File: src/rtl/tcdm2axi_if.sv
// TCDM slave port and AXI4 master port of the tcdm2axi bridge.
// modport master: the bridge itself; modport slave: the TCDM initiator and AXI memory around it.
interface tcdm2axi_if #(
    parameter int AXI_ID_WIDTH   = 8,
    parameter int AXI_ADDR_WIDTH = 32,
    parameter int AXI_DATA_WIDTH = 64
);
    logic                        tcdm_req_i;
    logic [31:0]                 tcdm_add_i;
    logic                        tcdm_wen_i;
    logic [3:0]                  tcdm_be_i;
    logic [31:0]                 tcdm_data_i;
    logic                        tcdm_gnt_o;
    logic                        tcdm_r_valid_o;
    logic [31:0]                 tcdm_r_data_o;

    logic                        axi_aw_valid_o;
    logic                        axi_aw_ready_i;
    logic [AXI_ADDR_WIDTH-1:0]   axi_aw_addr_o;
    logic [AXI_ID_WIDTH-1:0]     axi_aw_id_o;
    logic [7:0]                  axi_aw_len_o;
    logic [2:0]                  axi_aw_size_o;
    logic [1:0]                  axi_aw_burst_o;

    logic                        axi_w_valid_o;
    logic                        axi_w_ready_i;
    logic [AXI_DATA_WIDTH-1:0]   axi_w_data_o;
    logic [AXI_DATA_WIDTH/8-1:0] axi_w_strb_o;
    logic                        axi_w_last_o;

    logic                        axi_b_valid_i;
    logic [AXI_ID_WIDTH-1:0]     axi_b_id_i;
    logic [1:0]                  axi_b_resp_i;
    logic                        axi_b_ready_o;

    logic                        axi_ar_valid_o;
    logic                        axi_ar_ready_i;
    logic [AXI_ADDR_WIDTH-1:0]   axi_ar_addr_o;
    logic [AXI_ID_WIDTH-1:0]     axi_ar_id_o;
    logic [7:0]                  axi_ar_len_o;
    logic [2:0]                  axi_ar_size_o;
    logic [1:0]                  axi_ar_burst_o;

    logic                        axi_r_valid_i;
    logic [AXI_DATA_WIDTH-1:0]   axi_r_data_i;
    logic [1:0]                  axi_r_resp_i;
    logic                        axi_r_last_i;
    logic [AXI_ID_WIDTH-1:0]     axi_r_id_i;
    logic                        axi_r_ready_o;

    modport master (
        input  tcdm_req_i, tcdm_add_i, tcdm_wen_i, tcdm_be_i, tcdm_data_i,
        output tcdm_gnt_o, tcdm_r_valid_o, tcdm_r_data_o,
        output axi_aw_valid_o, axi_aw_addr_o, axi_aw_id_o, axi_aw_len_o, axi_aw_size_o, axi_aw_burst_o,
        input  axi_aw_ready_i,
        output axi_w_valid_o, axi_w_data_o, axi_w_strb_o, axi_w_last_o,
        input  axi_w_ready_i,
        input  axi_b_valid_i, axi_b_id_i, axi_b_resp_i,
        output axi_b_ready_o,
        output axi_ar_valid_o, axi_ar_addr_o, axi_ar_id_o, axi_ar_len_o, axi_ar_size_o, axi_ar_burst_o,
        input  axi_ar_ready_i,
        input  axi_r_valid_i, axi_r_data_i, axi_r_resp_i, axi_r_last_i, axi_r_id_i,
        output axi_r_ready_o
    );

    modport slave (
        output tcdm_req_i, tcdm_add_i, tcdm_wen_i, tcdm_be_i, tcdm_data_i,
        input  tcdm_gnt_o, tcdm_r_valid_o, tcdm_r_data_o,
        input  axi_aw_valid_o, axi_aw_addr_o, axi_aw_id_o, axi_aw_len_o, axi_aw_size_o, axi_aw_burst_o,
        output axi_aw_ready_i,
        input  axi_w_valid_o, axi_w_data_o, axi_w_strb_o, axi_w_last_o,
        output axi_w_ready_i,
        output axi_b_valid_i, axi_b_id_i, axi_b_resp_i,
        input  axi_b_ready_o,
        input  axi_ar_valid_o, axi_ar_addr_o, axi_ar_id_o, axi_ar_len_o, axi_ar_size_o, axi_ar_burst_o,
        output axi_ar_ready_i,
        output axi_r_valid_i, axi_r_data_i, axi_r_resp_i, axi_r_last_i, axi_r_id_i,
        input  axi_r_ready_o
    );
endinterface

File: src/rtl/tcdm2axi.sv
// Single-port TCDM slave that issues single-beat 32-bit AXI4 transactions, one outstanding.
// Optional macro TCDM2AXI_ERR_CNT_EN adds a sticky error flag and a saturating error counter.
//
//   state   | meaning
//   IDLE    | grant follows request; request fields are latched on grant
//   WR_REQ  | AW and W valid, each dropped after its own handshake
//   WR_RESP | waiting for B
//   RD_REQ  | AR valid until accepted
//   RD_RESP | waiting for R, selected 32-bit half captured
//   RSP     | one-cycle TCDM response pulse
module tcdm2axi #(
    parameter int                      AXI_ID_WIDTH   = 8,
    parameter logic [AXI_ID_WIDTH-1:0] AXI_ID         = '0,
    parameter int                      AXI_ADDR_WIDTH = 32,
    parameter int                      AXI_DATA_WIDTH = 64
) (
    input  logic       clk,
    input  logic       rst,
    tcdm2axi_if.master bus,
    output logic       busy_o
`ifdef TCDM2AXI_ERR_CNT_EN
    ,
    output logic       err_o,
    output logic [7:0] err_cnt_o
`endif
);
    if (AXI_DATA_WIDTH != 64) begin : g_bad_data_width
        $error("tcdm2axi: AXI_DATA_WIDTH must be 64");
    end

    typedef enum logic [2:0] {IDLE, WR_REQ, WR_RESP, RD_REQ, RD_RESP, RSP} state_t;

    state_t      state_q;
    logic [29:0] add_q;
    logic [3:0]  be_q;
    logic [31:0] data_q;
    logic        aw_valid_q, w_valid_q, b_ready_q, ar_valid_q, r_ready_q;
    logic        r_valid_q;
    logic [31:0] r_data_q;
    logic        busy_q;
`ifdef TCDM2AXI_ERR_CNT_EN
    logic        err_q;
    logic [7:0]  err_cnt_q;
`endif

    always_ff @(posedge clk) begin
        if (rst) begin
            state_q    <= IDLE;
            add_q      <= '0;
            be_q       <= '0;
            data_q     <= '0;
            aw_valid_q <= 1'b0;
            w_valid_q  <= 1'b0;
            b_ready_q  <= 1'b0;
            ar_valid_q <= 1'b0;
            r_ready_q  <= 1'b0;
            r_valid_q  <= 1'b0;
            r_data_q   <= '0;
            busy_q     <= 1'b0;
`ifdef TCDM2AXI_ERR_CNT_EN
            err_q      <= 1'b0;
            err_cnt_q  <= '0;
`endif
        end else begin
            case (state_q)
                IDLE: begin
                    if (bus.tcdm_req_i) begin
                        add_q  <= bus.tcdm_add_i[31:2];
                        be_q   <= bus.tcdm_be_i;
                        data_q <= bus.tcdm_data_i;
                        busy_q <= 1'b1;
                        if (bus.tcdm_wen_i) begin
                            state_q    <= RD_REQ;
                            ar_valid_q <= 1'b1;
                        end else begin
                            state_q    <= WR_REQ;
                            aw_valid_q <= 1'b1;
                            w_valid_q  <= 1'b1;
                        end
                    end
                end
                WR_REQ: begin
                    if (bus.axi_aw_ready_i) aw_valid_q <= 1'b0;
                    if (bus.axi_w_ready_i)  w_valid_q  <= 1'b0;
                    // a dropped valid means that channel already completed
                    if ((!aw_valid_q || bus.axi_aw_ready_i) && (!w_valid_q || bus.axi_w_ready_i)) begin
                        state_q   <= WR_RESP;
                        b_ready_q <= 1'b1;
                    end
                end
                WR_RESP: begin
                    if (bus.axi_b_valid_i) begin
                        state_q   <= RSP;
                        b_ready_q <= 1'b0;
                        r_valid_q <= 1'b1;
                        r_data_q  <= '0;
                    end
                end
                RD_REQ: begin
                    if (bus.axi_ar_ready_i) begin
                        state_q    <= RD_RESP;
                        ar_valid_q <= 1'b0;
                        r_ready_q  <= 1'b1;
                    end
                end
                RD_RESP: begin
                    if (bus.axi_r_valid_i) begin
                        state_q   <= RSP;
                        r_ready_q <= 1'b0;
                        r_valid_q <= 1'b1;
                        r_data_q  <= add_q[0] ? bus.axi_r_data_i[63:32] : bus.axi_r_data_i[31:0];
                    end
                end
                RSP: begin
                    state_q   <= IDLE;
                    r_valid_q <= 1'b0;
                    busy_q    <= 1'b0;
                end
                default: state_q <= IDLE;
            endcase
`ifdef TCDM2AXI_ERR_CNT_EN
            if ((state_q == WR_RESP && bus.axi_b_valid_i && bus.axi_b_resp_i != 2'b00) ||
                (state_q == RD_RESP && bus.axi_r_valid_i && bus.axi_r_resp_i != 2'b00)) begin
                err_q <= 1'b1;
                if (err_cnt_q != 8'hFF) err_cnt_q <= err_cnt_q + 8'd1;
            end
`endif
        end
    end

    assign bus.tcdm_gnt_o     = (state_q == IDLE) && bus.tcdm_req_i;
    assign bus.tcdm_r_valid_o = r_valid_q;
    assign bus.tcdm_r_data_o  = r_data_q;

    assign bus.axi_aw_valid_o = aw_valid_q;
    assign bus.axi_aw_addr_o  = AXI_ADDR_WIDTH'({add_q, 2'b00});
    assign bus.axi_aw_id_o    = AXI_ID;
    assign bus.axi_aw_len_o   = 8'd0;
    assign bus.axi_aw_size_o  = 3'b010;
    assign bus.axi_aw_burst_o = 2'b01;

    assign bus.axi_w_valid_o  = w_valid_q;
    assign bus.axi_w_data_o   = {data_q, data_q};
    assign bus.axi_w_strb_o   = add_q[0] ? {be_q, 4'h0} : {4'h0, be_q};
    assign bus.axi_w_last_o   = 1'b1;

    assign bus.axi_b_ready_o  = b_ready_q;

    assign bus.axi_ar_valid_o = ar_valid_q;
    assign bus.axi_ar_addr_o  = AXI_ADDR_WIDTH'({add_q, 2'b00});
    assign bus.axi_ar_id_o    = AXI_ID;
    assign bus.axi_ar_len_o   = 8'd0;
    assign bus.axi_ar_size_o  = 3'b010;
    assign bus.axi_ar_burst_o = 2'b01;

    assign bus.axi_r_ready_o  = r_ready_q;

    assign busy_o = busy_q;
`ifdef TCDM2AXI_ERR_CNT_EN
    assign err_o     = err_q;
    assign err_cnt_o = err_cnt_q;
`endif

    // response IDs, r_last and byte offset never steer the flow
    logic unused_inputs;
    assign unused_inputs = ^{bus.axi_b_id_i, bus.axi_r_id_i, bus.axi_r_last_i,
                             bus.axi_b_resp_i, bus.axi_r_resp_i, bus.tcdm_add_i[1:0]};
endmodule

File: src/flat_wrapper.sv
// flat-port wrapper written by rule: the top's interface ports become plain ports
module tcdm2axi_flat 
#(
    parameter int                      AXI_ID_WIDTH   = 8,
    parameter logic [AXI_ID_WIDTH-1:0] AXI_ID         = '0,
    parameter int                      AXI_ADDR_WIDTH = 32,
    parameter int                      AXI_DATA_WIDTH = 64
)
  (clk, rst, busy_o, bus_tcdm_req_i, bus_tcdm_add_i, bus_tcdm_wen_i, bus_tcdm_be_i, bus_tcdm_data_i, bus_tcdm_gnt_o, bus_tcdm_r_valid_o, bus_tcdm_r_data_o, bus_axi_aw_valid_o, bus_axi_aw_addr_o, bus_axi_aw_id_o, bus_axi_aw_len_o, bus_axi_aw_size_o, bus_axi_aw_burst_o, bus_axi_aw_ready_i, bus_axi_w_valid_o, bus_axi_w_data_o, bus_axi_w_strb_o, bus_axi_w_last_o, bus_axi_w_ready_i, bus_axi_b_valid_i, bus_axi_b_id_i, bus_axi_b_resp_i, bus_axi_b_ready_o, bus_axi_ar_valid_o, bus_axi_ar_addr_o, bus_axi_ar_id_o, bus_axi_ar_len_o, bus_axi_ar_size_o, bus_axi_ar_burst_o, bus_axi_ar_ready_i, bus_axi_r_valid_i, bus_axi_r_data_i, bus_axi_r_resp_i, bus_axi_r_last_i, bus_axi_r_id_i, bus_axi_r_ready_o);
  tcdm2axi_if #(.AXI_ID_WIDTH(AXI_ID_WIDTH), .AXI_ADDR_WIDTH(AXI_ADDR_WIDTH), .AXI_DATA_WIDTH(AXI_DATA_WIDTH)) bus_i ();
  input  logic clk;
  input  logic rst;
  output logic busy_o;
  input wire logic [$bits(bus_i.tcdm_req_i)-1:0] bus_tcdm_req_i;
  input wire logic [$bits(bus_i.tcdm_add_i)-1:0] bus_tcdm_add_i;
  input wire logic [$bits(bus_i.tcdm_wen_i)-1:0] bus_tcdm_wen_i;
  input wire logic [$bits(bus_i.tcdm_be_i)-1:0] bus_tcdm_be_i;
  input wire logic [$bits(bus_i.tcdm_data_i)-1:0] bus_tcdm_data_i;
  output wire logic [$bits(bus_i.tcdm_gnt_o)-1:0] bus_tcdm_gnt_o;
  output wire logic [$bits(bus_i.tcdm_r_valid_o)-1:0] bus_tcdm_r_valid_o;
  output wire logic [$bits(bus_i.tcdm_r_data_o)-1:0] bus_tcdm_r_data_o;
  output wire logic [$bits(bus_i.axi_aw_valid_o)-1:0] bus_axi_aw_valid_o;
  output wire logic [$bits(bus_i.axi_aw_addr_o)-1:0] bus_axi_aw_addr_o;
  output wire logic [$bits(bus_i.axi_aw_id_o)-1:0] bus_axi_aw_id_o;
  output wire logic [$bits(bus_i.axi_aw_len_o)-1:0] bus_axi_aw_len_o;
  output wire logic [$bits(bus_i.axi_aw_size_o)-1:0] bus_axi_aw_size_o;
  output wire logic [$bits(bus_i.axi_aw_burst_o)-1:0] bus_axi_aw_burst_o;
  input wire logic [$bits(bus_i.axi_aw_ready_i)-1:0] bus_axi_aw_ready_i;
  output wire logic [$bits(bus_i.axi_w_valid_o)-1:0] bus_axi_w_valid_o;
  output wire logic [$bits(bus_i.axi_w_data_o)-1:0] bus_axi_w_data_o;
  output wire logic [$bits(bus_i.axi_w_strb_o)-1:0] bus_axi_w_strb_o;
  output wire logic [$bits(bus_i.axi_w_last_o)-1:0] bus_axi_w_last_o;
  input wire logic [$bits(bus_i.axi_w_ready_i)-1:0] bus_axi_w_ready_i;
  input wire logic [$bits(bus_i.axi_b_valid_i)-1:0] bus_axi_b_valid_i;
  input wire logic [$bits(bus_i.axi_b_id_i)-1:0] bus_axi_b_id_i;
  input wire logic [$bits(bus_i.axi_b_resp_i)-1:0] bus_axi_b_resp_i;
  output wire logic [$bits(bus_i.axi_b_ready_o)-1:0] bus_axi_b_ready_o;
  output wire logic [$bits(bus_i.axi_ar_valid_o)-1:0] bus_axi_ar_valid_o;
  output wire logic [$bits(bus_i.axi_ar_addr_o)-1:0] bus_axi_ar_addr_o;
  output wire logic [$bits(bus_i.axi_ar_id_o)-1:0] bus_axi_ar_id_o;
  output wire logic [$bits(bus_i.axi_ar_len_o)-1:0] bus_axi_ar_len_o;
  output wire logic [$bits(bus_i.axi_ar_size_o)-1:0] bus_axi_ar_size_o;
  output wire logic [$bits(bus_i.axi_ar_burst_o)-1:0] bus_axi_ar_burst_o;
  input wire logic [$bits(bus_i.axi_ar_ready_i)-1:0] bus_axi_ar_ready_i;
  input wire logic [$bits(bus_i.axi_r_valid_i)-1:0] bus_axi_r_valid_i;
  input wire logic [$bits(bus_i.axi_r_data_i)-1:0] bus_axi_r_data_i;
  input wire logic [$bits(bus_i.axi_r_resp_i)-1:0] bus_axi_r_resp_i;
  input wire logic [$bits(bus_i.axi_r_last_i)-1:0] bus_axi_r_last_i;
  input wire logic [$bits(bus_i.axi_r_id_i)-1:0] bus_axi_r_id_i;
  output wire logic [$bits(bus_i.axi_r_ready_o)-1:0] bus_axi_r_ready_o;
  assign bus_i.tcdm_req_i = bus_tcdm_req_i;
  assign bus_i.tcdm_add_i = bus_tcdm_add_i;
  assign bus_i.tcdm_wen_i = bus_tcdm_wen_i;
  assign bus_i.tcdm_be_i = bus_tcdm_be_i;
  assign bus_i.tcdm_data_i = bus_tcdm_data_i;
  assign bus_tcdm_gnt_o = bus_i.tcdm_gnt_o;
  assign bus_tcdm_r_valid_o = bus_i.tcdm_r_valid_o;
  assign bus_tcdm_r_data_o = bus_i.tcdm_r_data_o;
  assign bus_axi_aw_valid_o = bus_i.axi_aw_valid_o;
  assign bus_axi_aw_addr_o = bus_i.axi_aw_addr_o;
  assign bus_axi_aw_id_o = bus_i.axi_aw_id_o;
  assign bus_axi_aw_len_o = bus_i.axi_aw_len_o;
  assign bus_axi_aw_size_o = bus_i.axi_aw_size_o;
  assign bus_axi_aw_burst_o = bus_i.axi_aw_burst_o;
  assign bus_i.axi_aw_ready_i = bus_axi_aw_ready_i;
  assign bus_axi_w_valid_o = bus_i.axi_w_valid_o;
  assign bus_axi_w_data_o = bus_i.axi_w_data_o;
  assign bus_axi_w_strb_o = bus_i.axi_w_strb_o;
  assign bus_axi_w_last_o = bus_i.axi_w_last_o;
  assign bus_i.axi_w_ready_i = bus_axi_w_ready_i;
  assign bus_i.axi_b_valid_i = bus_axi_b_valid_i;
  assign bus_i.axi_b_id_i = bus_axi_b_id_i;
  assign bus_i.axi_b_resp_i = bus_axi_b_resp_i;
  assign bus_axi_b_ready_o = bus_i.axi_b_ready_o;
  assign bus_axi_ar_valid_o = bus_i.axi_ar_valid_o;
  assign bus_axi_ar_addr_o = bus_i.axi_ar_addr_o;
  assign bus_axi_ar_id_o = bus_i.axi_ar_id_o;
  assign bus_axi_ar_len_o = bus_i.axi_ar_len_o;
  assign bus_axi_ar_size_o = bus_i.axi_ar_size_o;
  assign bus_axi_ar_burst_o = bus_i.axi_ar_burst_o;
  assign bus_i.axi_ar_ready_i = bus_axi_ar_ready_i;
  assign bus_i.axi_r_valid_i = bus_axi_r_valid_i;
  assign bus_i.axi_r_data_i = bus_axi_r_data_i;
  assign bus_i.axi_r_resp_i = bus_axi_r_resp_i;
  assign bus_i.axi_r_last_i = bus_axi_r_last_i;
  assign bus_i.axi_r_id_i = bus_axi_r_id_i;
  assign bus_axi_r_ready_o = bus_i.axi_r_ready_o;
  tcdm2axi #(.AXI_ID_WIDTH(AXI_ID_WIDTH), .AXI_ID(AXI_ID), .AXI_ADDR_WIDTH(AXI_ADDR_WIDTH), .AXI_DATA_WIDTH(AXI_DATA_WIDTH)) u_core (.clk(clk), .rst(rst), .bus(bus_i), .busy_o(busy_o));
endmodule
File: config.mk
export PLATFORM = sky130hd
export DESIGN_NAME = tcdm2axi_flat
export DESIGN_NICKNAME = d
export VERILOG_FILES = /design/src/rtl/tcdm2axi_if.sv /design/src/rtl/tcdm2axi.sv /design/src/flat_wrapper.sv
export SDC_FILE = /design/constraint.sdc
export NUM_CORES = 1
export LEC_CHECK = 0
export BUFFER_PORTS_ARGS = -buffer_cell sky130_fd_sc_hd__buf_4
export CAP_MARGIN = 20
export CORE_AREA = 2 2 148 150
export CTS_BUF_LIST = sky130_fd_sc_hd__clkbuf_4
export CTS_CLUSTER_SIZE = 25
export DETAILED_ROUTE_END_ITERATION = 8
export DIE_AREA = 0 0 150 152
export SETUP_SLACK_MARGIN = 0.1
export SLEW_MARGIN = 5
export SYNTH_ARGS = -nofsm -noshare
export SYNTH_HDL_FRONTEND = slang
export SYNTH_SLANG_ARGS = --single-unit
File: constraint.sdc
create_clock -name clk -period 1.85 [get_ports clk]
set_input_delay 0.37 -clock clk [delete_from_list [all_inputs] [get_ports clk]]
set_output_delay 0.37 -clock clk [all_outputs]
set_load 0.03 [all_outputs]
==> impl_metrics.json <==
{
  "cp_cell_sequence": "or4b_4 -> clkinv_4 -> buf_6",
  "fp.dieH_um": 152,
  "yosys.area.top_type_share_pct": 42.2,
  "nets": 1022,
  "setup_viol": 1,
  "setup_ws_ns": -0.0979,
  "grt_util_all_layers_pct": 12.8,
  "grt_pass1_vias": 4295,
  "ir_drop_uv": 327,
  "syn_inst": 615,
  "instances_no_fill": 1144,
  "boundaryPins": 381,
  "ant_nets": 0,
  "die_w_um": 150,
  "worst_ep_arrival_time_ns": 1.58,
  "start_util_pct": 24.0,
  "post-route-drc-count": 0,
  "slowest_stage": "or4b_4",
  "wl_um": 15700,
  "synth_edf_count": 0,
  "p_per_area_mw_per_mm2": 1310,
  "worstSetupPathType": "flip-flop to output port",
  "yosys_warnings": 0,
  "grt_max_degree": 57,
  "dp_cells": 1117,
  "maxCapViolCount": 0,
  "io_buffers": 310,
  "ys_ff_latch": 108,
  "antenna_found_initial": 0,
  "area_delta_synth_final_pct": 46.3,
  "drv_slew": 0,
  "layout_commonest_cell": "buf_4",
  "routabilityCongestion": 0.754,
  "vias": 4731,
  "tritoncts": "done",
  "avgViaCountPerCell": 4.14,
  "async_reset_ff_share_pct": 0,
  "placed_cell_area_sq_mm": 0.00716,
  "ys_seq_area_share_pct": 42.2,
  "drt_iter0_drc": 168,
  "clkTransAtPathRegs_ns": 0.18,
  "drt-wirelength-per-cell_um": 13.7,
  "postCtsHoldBufs": 0,
  "synth_top_area_cell": "dfxtp_1",
  "finalHoldViolCount": 0,
  "netlist_top_cells_area": "dfxtp_1 (42%), buf_4 (16%), nand2_1 (9.9%)",
  "period_share_pct": 105,
  "startpoint": "u_core.state_q[0]",
  "synth_cell_types": 37,
  "numCtsBuffers": 9,
  "timing.setup.tns_ns": -0.0979,
  "design_area_sq_mm": 0.00750,
  "die-area_sq_mm": 0.0228,
  "synth_ff_type": "dfxtp_1",
  "p_total_uw": 9860,
  "outcome": "complete, but fails checks",
  "startpoint_type": "flip-flop",
  "fin_crit_ns": 1.95,
  "skew_ns": 0.0196,
  "slowest_delay_ns": 0.56,
  "violations": "negative setup slack",
  "hp-class": "input pin to flip-flop",
  "fillerInstances": 2282,
  "drive_gt1_share_pct": 45.9,
  "max_freq_mhz": 513,
  "grt_pass1_wl_um": 22700,
  "final_cell_mix": "buf_4 (322), nand2_1 (135), dfxtp_1 (105)",
  "syn_area_per_cell_sq_um": 8.34,
  "worstPathRequired_ns": 1.48,
  "core_sq_mm": 0.0214,
  "clk_latency_ns": 0.47,
  "cts_num_sinks": 108,
  "clk_path_buf_depth": 2,
  "min_from": "bus_axi_w_ready_i",
  "dr.pass1.iters": 4,
  "diodes": 0,
  "endpoint_kind": "output port",
  "critPathMaxFanout": 2,
  "p_leak_uw": 0.00347,
  "rsz0062_at_grt": "true",
  "dp_hpwl_um": 11400,
  "synth_area_sq_mm": 0.00513,
  "overflow": 0,
  "dp_slack_ns": -0.0233,
  "rows": 54,
  "cts_max_level": 3,
  "reg2reg_from": "u_core.state_q[0]",
  "cts-root-buf": "clkbuf_4"
}
[metrics by stage]
step	util [%]	hold slack [ns]
after floorplan	-	0.440
after global placement	33.5	0.454
after detailed placement	33.5	0.460
after CTS	34.7	0.0200
after global routing	35.1	0.00759
final	35.1	0.0825
[routing by layer]
layer	vias to the layer above	global-route usage (%)	share of wire [%]
met5	-	0	0
met4	0	4.18	1.3
met3	14	4.11	9.7
met2	223	22.9	50
met1	2135	14.2	39
li1	2359	-	-
[worst max-delay path, delay by kind of cell, from the launching register on]
family	cells	cell delay, ns
buffers and inverters	2	0.20
and+or+nand+nor	1	0.56
DFF	1	0.35
[where the power goes]
group	total, uW	switching, uW	internal [uW]	leakage (uW)
Clock	1230	823	409	0.0000702
Sequential	3120	345	2780	0.000882
Combinational	5500	3300	2210	0.00252
Total	9860	4460	5400	0.00347
[cells by family (layout without fill, tap and decap cells)]
group	after synthesis	after routing	share of synthesized area (%)
XOR/XNOR	1	1	0.171
buffers and inverters	152	356	20.1
AO/OA/AOI/OAI	120	120	14.3
other	2	47	0.147
multiplexers	32	32	7.03
flip-flops	108	108	42.2
AND/OR/NAND/NOR	200	200	16.1
[state kept, by name (all words and copies together), names as in the netlist]
signal	cells
u_core.be_q	4
u_core.busy_o	1
u_core.bus.tcdm_r_valid_o	1
u_core.data_q	32
u_core.bus.axi_ar_valid_o	1
u_core.state_q	3
u_core.bus.tcdm_r_data_o	32
u_core.bus.axi_w_valid_o	1
u_core.add_q	30
u_core.bus.axi_b_ready_o	1
u_core.bus.axi_aw_valid_o	1
u_core.bus.axi_r_ready_o	1
[final timing paths]
path,to,slack (ns),cells past startpoint
worst min-delay path,u_core.bus.axi_w_valid_o,0.08,2
worst max-delay path,bus_tcdm_gnt_o,-0.1,3
worst min register to register,u_core.be_q[1],0.48,2
worst max register to register,u_core.add_q[18],0.17,7
[what timing repair did]
action / in CTS / in global routing
setup endpoints to repair: 18 / 5
gates cloned: 1 / 1
pin swaps: 1 / 2
setup buffers: 7 / 3
gates resized for setup: 7 / 9
[synth_stat cells (4+ instances only)]
library cell  number
buf_6              5
nand2_1          135
and2_1             4
buf_4            109
nor2_1            40
a21oi_1           75
a22oi_1           32
mux2_2            32
buf_2              9
clkbuf_1          25
dfxtp_1          108
nor2b_1            9
[final cells by class]
class	count	area (sq um)	area share (%)
repair buffers	339	2730	36.3
flip-flops and latches	108	2170	28.9
multi-input cells	400	2110	28.2
well taps	280	350	4.67
clock buffers	9	67.6	0.901
clock inverters	6	63.8	0.851
inverters	2	12.5	0.167
Power figures use the tool's default switching activity.
